`config.mk`:
```
export PLATFORM = sky130hd
export DESIGN_NAME = llr_stage_engine
export DESIGN_NICKNAME = d
export VERILOG_FILES = /design/src/rtl/llr_stage_engine.sv
export SDC_FILE = /design/constraint.sdc
export NUM_CORES = 1
export LEC_CHECK = 0
export ABC_AREA = 1
export CORE_MARGIN = 8
export CORE_UTILIZATION = 46
export CTS_CLUSTER_DIAMETER = 120
export CTS_CLUSTER_SIZE = 14
export DETAILED_ROUTE_END_ITERATION = 8
export GPL_ROUTABILITY_DRIVEN = 0
export PLACE_DENSITY = 0.7
export SYNTH_ARGS = -nofsm -noshare
export SYNTH_HDL_FRONTEND = slang
export SYNTH_SLANG_ARGS = --single-unit
```
`constraint.sdc`:
```
create_clock -name clk -period 2.5 [get_ports clk]
set_input_delay 0.25 -clock clk [delete_from_list [all_inputs] [get_ports clk]]
set_output_delay 0.25 -clock clk [all_outputs]
set_load 0.05 [all_outputs]
```
`src/rtl/llr_stage_engine.sv`:
```
// llr_stage_engine: reads word pairs from the LLR BRAM on ports A/B, applies
// the min-sum f or the g kernel lane by lane, and writes the results back
// through the single write port at one word per cycle.
module llr_stage_engine #(
  parameter  int n          = 5,
  parameter  int p          = 1,
  parameter  int Q          = 6,
  localparam int LANES      = 2**p,
  localparam int DATA_WIDTH = LANES*Q,
  localparam int ADDR_WIDTH = $clog2(2**(n-p)-2+p),
  localparam int LEN_WIDTH  = n-p+1,
  localparam int BETA_WIDTH = 2**(n-1)
) (
  input  logic                  clk,
  input  logic                  rst,
  input  logic                  start,
  input  logic                  op,
  input  logic [ADDR_WIDTH-1:0] src_a,
  input  logic [ADDR_WIDTH-1:0] src_b,
  input  logic [ADDR_WIDTH-1:0] dst,
  input  logic [LEN_WIDTH-1:0]  len,
  input  logic [BETA_WIDTH-1:0] beta,
  output logic                  busy,
  output logic                  done,
  output logic                  rea,
  output logic                  reb,
  output logic [ADDR_WIDTH-1:0] rd_addra,
  output logic [ADDR_WIDTH-1:0] rd_addrb,
  input  logic [DATA_WIDTH-1:0] douta,
  input  logic [DATA_WIDTH-1:0] doutb,
  output logic                  we,
  output logic [ADDR_WIDTH-1:0] wr_addr,
  output logic [DATA_WIDTH-1:0] din
);

  typedef enum logic [1:0] {S_IDLE, S_READ, S_DRAIN, S_DONE} state_t;

  localparam logic [Q-1:0]        MAX_POS = {1'b0, {(Q-1){1'b1}}};
  localparam logic [Q-1:0]        MIN_NEG = {1'b1, {(Q-1){1'b0}}};
  localparam logic signed [Q:0]   G_MAX   = (Q+1)'(2**(Q-1)-1);
  localparam logic signed [Q:0]   G_MIN   = -G_MAX;

  // Magnitude of a two's complement lane; the most negative code saturates.
  function automatic logic [Q-1:0] sat_abs(input logic [Q-1:0] v);
    logic [Q-1:0] r;
    if (v[Q-1]) begin
      if (v == MIN_NEG) r = MAX_POS;
      else              r = -v;
    end else begin
      r = v;
    end
    return r;
  endfunction

  // Min-sum f: sign product, minimum magnitude.
  function automatic logic [Q-1:0] f_lane(input logic [Q-1:0] a, input logic [Q-1:0] b);
    logic [Q-1:0] ma;
    logic [Q-1:0] mb;
    logic [Q-1:0] m;
    logic [Q-1:0] r;
    ma = sat_abs(a);
    mb = sat_abs(b);
    m  = (ma < mb) ? ma : mb;
    if (a[Q-1] ^ b[Q-1]) r = -m;
    else                 r = m;
    return r;
  endfunction

  // g: b +/- a at Q+1 bits, saturated to the symmetric Q-bit range.
  function automatic logic [Q-1:0] g_lane(input logic [Q-1:0] a, input logic [Q-1:0] b,
                                          input logic u);
    logic signed [Q:0] ae;
    logic signed [Q:0] be;
    logic signed [Q:0] s;
    logic [Q-1:0]      r;
    ae = $signed({a[Q-1], a});
    be = $signed({b[Q-1], b});
    if (u) s = be - ae;
    else   s = be + ae;
    if (s > G_MAX)      r = MAX_POS;
    else if (s < G_MIN) r = G_MIN[Q-1:0];
    else                r = s[Q-1:0];
    return r;
  endfunction

  state_t                  state_r, state_nx_s;
  logic [LEN_WIDTH-1:0]    rd_k_r, rd_k_nx_s;
  logic                    drain_r, drain_nx_s;
  logic                    rea_nx_s;
  logic [ADDR_WIDTH-1:0]   addra_nx_s, addrb_nx_s;
  logic                    accept_s;

  logic                    op_r;
  logic [ADDR_WIDTH-1:0]   src_a_r, src_b_r, dst_r;
  logic [LEN_WIDTH-1:0]    len_r;
  logic [BETA_WIDTH-1:0]   beta_sh_r;
  logic                    rd_v_r;
  logic [LEN_WIDTH-1:0]    wr_k_r;
  logic [DATA_WIDTH-1:0]   kern_s;

  // Next-state and next read-port values of the command sequencer.
  always_comb begin
    state_nx_s = state_r;
    rd_k_nx_s  = rd_k_r;
    drain_nx_s = drain_r;
    rea_nx_s   = 1'b0;
    addra_nx_s = rd_addra;
    addrb_nx_s = rd_addrb;
    accept_s   = 1'b0;
    case (state_r)
      S_IDLE: begin
        if (start) begin
          accept_s = 1'b1;
          if (len != LEN_WIDTH'(0)) begin
            state_nx_s = S_READ;
            rea_nx_s   = 1'b1;
            addra_nx_s = src_a;
            addrb_nx_s = src_b;
            rd_k_nx_s  = LEN_WIDTH'(1);
          end else begin
            state_nx_s = S_DONE;
          end
        end else begin
          state_nx_s = S_IDLE;
        end
      end
      S_READ: begin
        if (rd_k_r == len_r) begin
          state_nx_s = S_DRAIN;
          drain_nx_s = 1'b0;
        end else begin
          rea_nx_s   = 1'b1;
          addra_nx_s = src_a_r + ADDR_WIDTH'(rd_k_r);
          addrb_nx_s = src_b_r + ADDR_WIDTH'(rd_k_r);
          rd_k_nx_s  = rd_k_r + LEN_WIDTH'(1);
        end
      end
      S_DRAIN: begin
        if (drain_r) state_nx_s = S_DONE;
        else         drain_nx_s = 1'b1;
      end
      S_DONE: begin
        state_nx_s = S_IDLE;
      end
      default: begin
        state_nx_s = S_IDLE;
      end
    endcase
  end

  // Sequencer state plus registered busy/done and read-port outputs.
  always_ff @(posedge clk or posedge rst) begin
    if (rst) begin
      state_r  <= S_IDLE;
      rd_k_r   <= '0;
      drain_r  <= 1'b0;
      busy     <= 1'b0;
      done     <= 1'b0;
      rea      <= 1'b0;
      reb      <= 1'b0;
      rd_addra <= '0;
      rd_addrb <= '0;
    end else begin
      state_r  <= state_nx_s;
      rd_k_r   <= rd_k_nx_s;
      drain_r  <= drain_nx_s;
      busy     <= (state_nx_s != S_IDLE);
      done     <= (state_nx_s == S_DONE);
      rea      <= rea_nx_s;
      reb      <= rea_nx_s;
      rd_addra <= addra_nx_s;
      rd_addrb <= addrb_nx_s;
    end
  end

  // Latch the command fields when a start is accepted.
  always_ff @(posedge clk or posedge rst) begin
    if (rst) begin
      op_r    <= 1'b0;
      src_a_r <= '0;
      src_b_r <= '0;
      dst_r   <= '0;
      len_r   <= '0;
    end else if (accept_s) begin
      op_r    <= op;
      src_a_r <= src_a;
      src_b_r <= src_b;
      dst_r   <= dst;
      len_r   <= len;
    end else begin
      op_r    <= op_r;
      src_a_r <= src_a_r;
      src_b_r <= src_b_r;
      dst_r   <= dst_r;
      len_r   <= len_r;
    end
  end

  // Lane-wise kernel on the word pair returned by the BRAM this cycle.
  always_comb begin
    kern_s = '0;
    for (int i = 0; i < LANES; i++) begin
      if (op_r) kern_s[i*Q +: Q] = g_lane(douta[i*Q +: Q], doutb[i*Q +: Q], beta_sh_r[i]);
      else      kern_s[i*Q +: Q] = f_lane(douta[i*Q +: Q], doutb[i*Q +: Q]);
    end
  end

  // Write stage: register the kernel result and its address one cycle after read data.
  always_ff @(posedge clk or posedge rst) begin
    if (rst) begin
      rd_v_r    <= 1'b0;
      we        <= 1'b0;
      din       <= '0;
      wr_addr   <= '0;
      wr_k_r    <= '0;
      beta_sh_r <= '0;
    end else begin
      rd_v_r <= rea;
      we     <= rd_v_r;
      if (rd_v_r) begin
        din       <= kern_s;
        wr_addr   <= dst_r + ADDR_WIDTH'(wr_k_r);
        wr_k_r    <= wr_k_r + LEN_WIDTH'(1);
        beta_sh_r <= beta_sh_r >> LANES;
      end else if (accept_s) begin
        wr_k_r    <= '0;
        beta_sh_r <= beta;
      end else begin
        wr_k_r    <= wr_k_r;
        beta_sh_r <= beta_sh_r;
      end
    end
  end

endmodule

```
Word-level counts from Yosys, hierarchy flattened
Index checks and enable logic that the tools add are counted.
- register bits: 76
- equality and inequality tests: 13
- multiplexer cells: 55
- add/sub/neg operators: 15
- magnitude comparators: 6
- reductions and logical operators: 8
- bitwise logic cells: 2
- operators with widths (cell ; count):
    $mux W6 ; 22
    $neg A6 Y6 ; 6
    $mux W16 ; 2
    $mux W7 ; 4
    $mux W5 ; 5
    $eq A6 B6 Y1 const B ; 4
    $mux W4 ; 6
    $pmux W4 S2 ; 2
    $add A6 B6 Y7 ; 2
    $gt A7 B6 Y1 const B ; 2
    $lt A7 B6 Y1 const B ; 2
    $sub A6 B6 Y7 ; 2
    $add A4 B4 Y4 ; 3
    $lt A6 B6 Y1 ; 2
    $add A5 B1 Y5 const B ; 2
    $pmux W5 S2 ; 1
    $mux W2 ; 4
    $ne A2 B2 Y1 const B ; 4
    $pmux W2 S4 ; 1
    $reduce_bool A2 Y1 ; 4
    $eq A2 B2 Y1 const B ; 3
    $mux W1 ; 6
    $eq A5 B5 Y1 ; 1
    $reduce_bool A5 Y1 ; 1
    6 further kinds ; 8

Depth between registers and ports, before layout
Gate-level depths: netlist (run 1).
- depth in word-level cells: 9
- mapped depth: 24
- depth with buffers taken out: 24

Worst setup path after synthesis (run 1)
No wires, ideal clock.
- path type: input-to-reg
- from: in doutb[0]
- to: reg din[1]
- cell stages on the path: 19
- slack: -327 ps
- required time: 2378 ps
- arrival: 2705 ps
- setup time: 122 ps
- path through: inv_1 -> ha_1 -> nand2_1 -> nor2_4 -> nand2_4 -> inv_1 -> nor3_1 -> ha_1 -> a21oi_1 -> nor2_1 -> a211oi_4 -> nand2_8 -> nand2_2 -> nand2_2 -> ha_1 -> nand2_1 -> o21ai_1 -> o21ai_0 -> o21ai_1
- word-level cells in the longest chain between the ends: 9
- elaborated cells on any way between the ends: 18
- ends and longest elaborated chain (item ; line ; RTL):
    start: declaration ; 30 ; input logic [DATA_WIDTH-1:0] doutb,
    $neg A6 Y6 or $eq A6 B6 Y1 (tied branches) ; 48, 47 ;
    $mux W6 ; 47 ; if (v == MIN_NEG) r = MAX_POS;
    $mux W6 ; 46 ; if (v[Q-1]) begin
    $mux W6 ; 203 ; if (op_r) kern_s[i*Q +: Q] = g_lane(douta[i*Q +: Q], doutb[i*Q +: Q], beta_sh_r[i]);
    $lt A6 B6 Y1 ; 63 ; m = (ma < mb) ? ma : mb;
    $mux W6 ; 63 ;
    $neg A6 Y6 ; 64 ; if (a[Q-1] ^ b[Q-1]) r = -m;
    $mux W6 ; 64 ;
    $mux W6 (*) ; 203 ;
    end signal: assignment ; 221 ; din <= kern_s;
    end: declaration ; 33 ; output logic [DATA_WIDTH-1:0] din
Mark *: on every way between the ends. The rest lies on a longest branch, timed or not. The select of a mux whose other input is x is not followed.
A chain may end at the register's enable or synchronous reset.

Worst setup path in the final report (run 1)
- from: reg beta_sh_r[0]
- to: reg din[2]
- word-level cells in the longest chain between the ends: 6
- elaborated cells on any way between the ends: 7
- ends and longest elaborated chain (item ; line ; RTL):
    start: declaration ; 96 ; logic [BETA_WIDTH-1:0] beta_sh_r;
    start signal: assignment ; 224 ; beta_sh_r <= beta_sh_r >> LANES;
    start signal: assignment ; 227 ; beta_sh_r <= beta;
    start signal: assignment ; 230 ; beta_sh_r <= beta_sh_r;
    $mux W7 (*) ; 78 ; if (u) s = be - ae;
    $mux W7 (*) ; 203 ;
    $lt A7 B6 Y1 ; 81 ; else if (s < G_MIN) r = G_MIN[Q-1:0];
    $mux W6 ; 81 ;
    $mux W6 (*) ; 80 ; if (s > G_MAX) r = MAX_POS;
    $mux W6 (*) ; 203 ;
Marks and branches as above.

==> out/results.ini, run 1 <==
[outcome]
status=finished, violations left
failed_checks=negative setup slack

[cells_and_area]
multi_input_comb_area_mm2=0.00394
nets=1080
fillers=880
syn_to_final_growth_pct=55.9
antenna-diode-count=0
final-seq-area_mm2=0.00188
final_layout_size_suffix_gt1_share_pct=36.9

[critical_path]
setup.worst_path.class=register to register
timing.critical_path.from_type=register
arrival_ns=2.73
worst-r2r-setup-slack_ns=-0.007
worst_setup_path_end_kind=register
r2r_cells=13
timing.critical_path.fanout_max=6
required_ns=2.72
critical_path.reg2reg.endpoint=din[2]$_DFFE_PP0P_
reg2reg_from=beta_sh_r[0]$_DFFE_PP0P_

[logic_synthesis]
synth.net_count=850
postSynthRegisterBits=75
ys_seq_area_share_pct=33.3
ys_types=47
syn_avg_cell_area_um2=7.56
netlist_area_pre_place_mm2=0.00563
post_synth_inst_count=745
synth.yosys.warnings=0

[global_routing]
met2_usage_pct=35.6
grtUsageMet3_pct=4.11
grt_first_pass_wirelength_mm=27.2
groute.usage.overall_pct=20.3
global_routing_usage_on_met1_pct=24.7
antenna_found_initial=0
globalRoute.busiestLayer=met2
grt_remaining_overflow=0
grt_pass1_vias=5931
grt_max_degree=76

[power_and_ir_drop]
worst_ir_drop_vdd_v=0.000822
cell_internal_pwr_mw=5.05
power.clock.fraction_pct=15.0
sw_frac_of_total_pct=46.8
power.density_cell_area_mw_per_mm2=1080
share_seq_of_total_power_pct=23.1
report.power.total_mw=9.50
power.switching_mw=4.45
cellLeakagePower_nw=4.35
share_comb_of_total_power_pct=61.9

[clock_tree]
cts_root_buffer=sky130_fd_sc_hd__clkbuf_16
clkSlewWorstSetupHoldPaths_ns=0.06
tritoncts_clock_tree=built
clk_latency_ns=0.33
tritoncts_num_sinks=75
cts_inserted_buffers=9
cts_hold_repair_buffers=0
cts_max_level=3
cts_buffer_depth=2

[sta]
hold_violations=0
timing.slew.headroom_pct=49.3
max_clock_freq_ghz=0.399
finalSetupViolations=1
postLayoutSetupSlackWorst_ns=-0.00691
fin_skew_ns=0.00692
grt_setup_unrepaired=true
timing_worst_slew_pin_value_ns=0.759
maxSlewViolCount=0
final.period_utilization_pct=100
min_period_ns=2.51

[min_path]
holdCritPathClass=input pin to asynchronous set/reset pin

[routing]
drt-initial-drc-count=461
remaining_drc_errors=0
drt_wl_total_mm=17.0
routed_wire_length_per_instance_um=15.1
overall_via_count_from_detail_route=5881
drt_pass1_iterations=5
drt-vias-per-instance=5.22
final_antenna_net_count=0

[floorplan]
coreArea_mm2=0.0120
dieHeight_um=127
boundaryPins=90
initial_utilization_pct=47.1
die_w_um=127
rows=40
design.die.area_mm2=0.0160

[flow_run]
max_cap_violations=0

[placed_design]
pre_cts_ws_ns=-0.894
post_dp_hpwl_mm=12.1
count_of_port_buffers_added_during_placement=89

==> how the worst max path moves through the flow <==
| stage | from | to | slack (ns) |
|---|---|---|---|
| floorplan | douta[1] | din[1]$_DFFE_PP0P_ | -0.11 |
| global placement | douta[1] | din[2]$_DFFE_PP0P_ | -0.78 |
| detailed placement | douta[1] | din[2]$_DFFE_PP0P_ | -0.89 |
| CTS | douta[2] | din[2]$_DFFE_PP0P_ | 0.002 |
| global route | beta_sh_r[0]$_DFFE_PP0P_ | din[2]$_DFFE_PP0P_ | -0.12 |
| finish | beta_sh_r[0]$_DFFE_PP0P_ | din[2]$_DFFE_PP0P_ | -0.007 |
==> worst max-delay path, cell delays in order (launching register included) <==
cell and delay, ns:
sky130_fd_sc_hd__dfrtp_1 0.39, sky130_fd_sc_hd__buf_4 0.16, sky130_fd_sc_hd__o21ai_1 0.20, sky130_fd_sc_hd__ha_1 0.32
sky130_fd_sc_hd__a21oi_1 0.22, sky130_fd_sc_hd__nand2_1 0.13, sky130_fd_sc_hd__xnor2_2 0.20, sky130_fd_sc_hd__nand4_1 0.14
sky130_fd_sc_hd__nand2_1 0.14, sky130_fd_sc_hd__nand3_2 0.11, sky130_fd_sc_hd__nand2_1 0.09, sky130_fd_sc_hd__inv_2 0.06
sky130_fd_sc_hd__a21oi_2 0.16, sky130_fd_sc_hd__a21oi_2 0.07
==> synth_stat cells, drive strengths merged <==
cell type | n | area, µm²
nand4 | 6 | 37.5
nand2 | 218 | 925
nand3b | 2 | 15.0
a211oi | 4 | 47.5
dfrtp | 75 | 1880
clkinv | 1 | 3.75
xnor2 | 16 | 140
a31oi | 4 | 25.0
a21o | 2 | 15.0
nor2 | 43 | 214
o221ai | 9 | 78.8
clkbuf | 12 | 48.8
nor3 | 7 | 35.0
or2 | 1 | 6.26
o211ai | 9 | 67.6
o22ai | 5 | 31.3
nand3 | 56 | 305
buf | 11 | 81.3
fa | 5 | 100
inv | 102 | 390
o21bai | 1 | 7.51
and3 | 1 | 6.26
a21oi | 36 | 191
xor2 | 19 | 166
mux2i | 1 | 10.0
ha | 39 | 488
o21ai | 59 | 303
nor4 | 1 | 12.5
==> logic make-up after synthesis <==
group | synth area share (%)
DFF | 33.3
and+or+nand+nor | 27.7
xor gates and xnor gates | 5.45
adders and majority gates | 10.4
buffers and inverters | 9.31
muxes | 0.178
AOI/OAI and AO/OA | 13.6
==> sequential cells by signal (all words and copies together), names as in the netlist, 5 cells and up <==
name / cells
beta_sh_r: 16
din: 12
len_r: 5
rd_k_r: 5
==> power groups by stage <==
stage               registers [mW]  logic (mW)  clock network (mW)
floorplan                     2.87        2.86                   0
global route                  2.26        6.47                1.49
CTS                           2.19        5.50                1.44
global placement              2.17        5.18                   0
finish                        2.20        5.88                1.42
detailed placement            2.20        5.31                   0
==> what timing repair did <==
action,4_1_cts,5_1_grt
pin swaps,28,57
endpoints found under the setup margin,12,12
setup buffers,13,16
resized for setup,89,127
==> per-stage QoR <==
step           TNS [ns]  instance area [µm²]  hold WS [ns]  utilization [%]  cells
2_1_floorplan    -0.221                 5830         0.352                -    745
3_3_place_gp      -8.20                 7720         0.424             64.6   1083
3_5_place_dp      -9.72                 7720         0.440             64.6   1083
4_1_cts               0                 8330         0.341             69.7   1112
5_1_grt          -0.595                 8770         0.344             73.3   1127
6_report       -0.00691                 8770         0.320             73.3   1127
==> layout make-up <==
| type | instances | share of cell area, % |
|---|---|---|
| Inverter | 103 | 5.01 |
| Timing Repair Buffer | 242 | 22.8 |
| Sequential cell | 75 | 21.4 |
| Clock buffer | 10 | 2.72 |
| Clock inverter | 6 | 1.08 |
| Multi-Input combinational cell | 544 | 44.9 |
| Tap cell | 147 | 2.10 |
==> cells in the final DEF (no fill, tap or decap), drive strengths merged, types with 4 or more instances in the layout <==
master	n
fa	5
xnor2	16
o22ai	5
a211oi	4
nand4	6
a21oi	36
dfrtp	75
o211ai	9
ha	39
xor2	19
a31oi	4
clkbuf	23
inv	103
nor2	43
dlygate4sd2	4
nor3	7
nand2	218
nand3	56
clkdlybuf4s50	65
buf	159
clkinv	4
o221ai	9
o21ai	59
==> per-layer routing <==
layer  routed length [µm]  vias up
li1                     -     2889
met1                 7170     2770
met2                 8630      197
met3                  945       25
met4                  238        0
met5                    0        -
Power figures use the tool's default switching activity.
==> run 2, diff against run 1 <==
HOLD_SLACK_MARGIN = 0.06   (was default)
==> results of run 2 <==
Same layout as run 1: the final DEF is identical, and so are final timing and power.
==> run 3, diff against run 2 <==
CORE_ASPECT_RATIO = 1.4   (was default)
CORE_MARGIN = 2   (was 8)
RECOVER_POWER = 25   (was default)
==> run 3 against run 2 <==
- the run still ends with negative setup slack left
- non-clock buffer count decreased by 7
- wire length increased by 4.7%
- cell count decreased by 0.62%
- maximum frequency decreased by 3.2%
- count of clock-buffer cells in the layout increased by 1
- critical path depth increased by 11
- clock skew increased by 0.00056 ns
- power decreased by 1.8%
- setup slack got worse by 0.082 ns
- register-to-register slack improved by 0.07 ns
- critical path type is now input pin to register
- largest cell class unchanged
- largest power group unchanged
==> out/results.ini, run 3 (synthesis results as in run 1) <==
[outcome]
status=finished, violations left
failed_checks=negative setup slack

[floorplan]
boundaryPins=90  ; unchanged
design.die.area_mm2=0.0132  ; -18%
rows=47  ; +18%
initial_utilization_pct=47.4  ; +0.33 points
die_w_um=97.5  ; -23%
coreArea_mm2=0.0119  ; -0.69%
dieHeight_um=135  ; +6.5%

[global_routing]
antenna_found_initial=0  ; unchanged
grt_max_degree=47  ; -38%
grt_first_pass_wirelength_mm=26.8  ; -1.2%
grt_remaining_overflow=0  ; unchanged
grt_pass1_vias=5918  ; -0.22%
groute.usage.overall_pct=25.1  ; +4.8 points

[sta]
fin_skew_ns=0.00748  ; +0.000555 ns
maxSlewViolCount=0  ; unchanged
grt_setup_unrepaired=true
timing_worst_slew_pin_value_ns=1.01  ; +0.251 ns
timing.slew.headroom_pct=32.6  ; -17 points
postLayoutSetupSlackWorst_ns=-0.0885  ; -0.0816 ns
hold_violations=0  ; unchanged
max_clock_freq_ghz=0.386  ; -3.2%
final.period_utilization_pct=104  ; +3.3 points
finalSetupViolations=5  ; +4
min_period_ns=2.59  ; +0.0816 ns

[placed_design]
placed_cell_area_mm2=0.00767  ; -0.71%
post_dp_hpwl_mm=12.4  ; +2.9%
numPlacedInstances=1074  ; -0.83%
count_of_port_buffers_added_during_placement=89  ; unchanged

[routing]
drt_pass1_iterations=5  ; unchanged
remaining_drc_errors=0  ; unchanged
drt-initial-drc-count=348  ; -25%
routed_wire_length_per_instance_um=15.9  ; +5.3%
drt_wl_total_mm=17.8  ; +4.7%
overall_via_count_from_detail_route=6046  ; +2.8%
drt-vias-per-instance=5.40  ; +3.4%
final_antenna_net_count=0  ; unchanged

[clock_tree]
cts_inserted_buffers=9  ; unchanged
clk_latency_ns=0.33  ; about the same
cts_root_buffer=sky130_fd_sc_hd__clkbuf_16
tritoncts_clock_tree=built
cts_max_level=3  ; unchanged
tritoncts_num_sinks=75  ; unchanged
cts_buffer_depth=2  ; unchanged
clkSlewWorstSetupHoldPaths_ns=0.06  ; about the same

[cells_and_area]
postLayoutCellArea_mm2=0.00861  ; -1.9%
nets=1073  ; -0.65%
final_layout_size_suffix_gt1_share_pct=35.0  ; -1.9 points
antenna-diode-count=0  ; unchanged
fillers=870  ; -1.1%
max_ffs_per_register=16  ; unchanged
regMostFlops=beta_sh_r
biggestRegsByFlops=beta_sh_r x16, din x12
most_common_cell_after_layout_fill_and_taps_aside=sky130_fd_sc_hd__nand2_1
instances_no_fill=1120  ; -0.62%
syn_to_final_growth_pct=53.0
mostFrequentLayoutCells=174 x sky130_fd_sc_hd__nand2_1, 141 x sky130_fd_sc_hd__buf_4, 74 x sky130_fd_sc_hd__dfrtp_1

[critical_path]
arrival_ns=2.84  ; +0.11 ns
reg2reg_from=beta_sh_r[0]$_DFFE_PP0P_
timing.critical_path.from_type=input pin
timing.critical_path.fanout_max=3  ; -3
setup.worst_path.class=input pin to register
required_ns=2.75  ; +0.03 ns
critical_path.reg2reg.endpoint=din[3]$_DFFE_PP0P_
worst-r2r-setup-slack_ns=0.06  ; +0.07 ns
r2r_cells=16  ; +3
worst_setup_path_end_kind=register

[power_and_ir_drop]
cellLeakagePower_nw=4.28  ; -1.8%
power.density_cell_area_mw_per_mm2=1080  ; about the same
worst_ir_drop_vdd_v=0.000889  ; +8.2%

[min_path]
hold_path.startpoint=reb$_DFF_PP0_
holdCritPathClass=register to register
hold_path_depth=0
hold_end=rd_v_r$_DFF_PP0_

[flow_run]
max_cap_violations=0  ; unchanged

## run 3: changes by cell type in the layout (fill, tap and decap cells not counted), sizes merged
cell and change:
buf -6, clkbuf -4, dlygate4sd2 +3, bufinv -1
clkdlybuf4s15 +1, clkdlybuf4s50 -1, clkinv -1, clkinvlp +1
dlygate4sd3 +1
## run 3: critical path, stage by stage
cell	delay (ns)
sky130_fd_sc_hd__buf_6	0.11
sky130_fd_sc_hd__inv_8	0.06
sky130_fd_sc_hd__ha_4	0.14
sky130_fd_sc_hd__nand2_4	0.06
sky130_fd_sc_hd__nor2_4	0.14
sky130_fd_sc_hd__inv_2	0.07
sky130_fd_sc_hd__nand2_4	0.07
sky130_fd_sc_hd__inv_2	0.04
sky130_fd_sc_hd__nand2_2	0.05
sky130_fd_sc_hd__o21ai_2	0.07
sky130_fd_sc_hd__inv_2	0.08
sky130_fd_sc_hd__ha_4	0.21
sky130_fd_sc_hd__a21oi_4	0.16
sky130_fd_sc_hd__nor2_4	0.07
sky130_fd_sc_hd__a211oi_4	0.23
sky130_fd_sc_hd__buf_6	0.16
sky130_fd_sc_hd__nand2_8	0.06
sky130_fd_sc_hd__nand2_4	0.07
sky130_fd_sc_hd__nand2_4	0.06
sky130_fd_sc_hd__ha_4	0.26
sky130_fd_sc_hd__nand2_2	0.05
sky130_fd_sc_hd__o21ai_2	0.09
sky130_fd_sc_hd__o21ai_1	0.09
sky130_fd_sc_hd__o21ai_1	0.18
## run 3: how the worst max path moves through the flow
stage                  start            endpoint  slack (ns)  cells past startpoint
detailed placement  douta[1]  din[1]$_DFFE_PP0P_       -0.99                     22
finish              douta[0]  din[1]$_DFFE_PP0P_       -0.09                     24
global placement    douta[1]  din[1]$_DFFE_PP0P_       -0.86                     22
floorplan           douta[1]  din[1]$_DFFE_PP0P_       -0.11                     21
global route        douta[0]  din[1]$_DFFE_PP0P_       -0.19                     24
CTS                 doutb[1]  din[1]$_DFFE_PP0P_     0.00004                     22
## run 3: power by group
| group | switching [mW] | internal [mW] |
|---|---|---|
| clock network | 0.517 | 0.831 |
| registers | 0.451 | 1.78 |
| logic | 3.48 | 2.27 |
## run 3: what timing repair did
item                       4_1_cts  5_1_grt
hold buffers                     0        0
buffers inserted                21        9
cloned                           0        0
gates resized for setup         83      103
pin swaps                       20       39
setup endpoints to repair       12       12
## run 3: metal layers
metal / vias to the layer above / global-route usage (%) / routed length [µm]
met5: - / 0 / 0
met4: 0 / 9.65 / 633
met1: 2870 / 27.2 / 6720
li1: 2887 / - / -
met2: 227 / 48.5 / 9590
met3: 62 / 3.73 / 837
## run 3: layout make-up
type                    count  area (µm²)  area share (%)
multi-input cells         544        3850            44.7
clock inverters             5        60.1           0.697
clock buffers              11         253            2.94
repair buffers            235        1950            22.6
flip-flops and latches     75        1880            21.8
well taps                 147         184            2.14
inverters                 103         437            5.07
## run 3: through the flow
stage               worst slack [ns]  utilization, %  hold slack [ns]  TNS, ns  total power [mW]
floorplan                     -0.108               -            0.352   -0.221              5.73
global placement              -0.864            64.6            0.420    -8.63              7.33
detailed placement            -0.994            64.6            0.414   -10.03              7.52
CTS                        0.0000357            69.7            0.319        0              9.00
global route                  -0.190            72.5            0.438   -0.980              9.98
finish                       -0.0885            72.5            0.429   -0.215              9.33
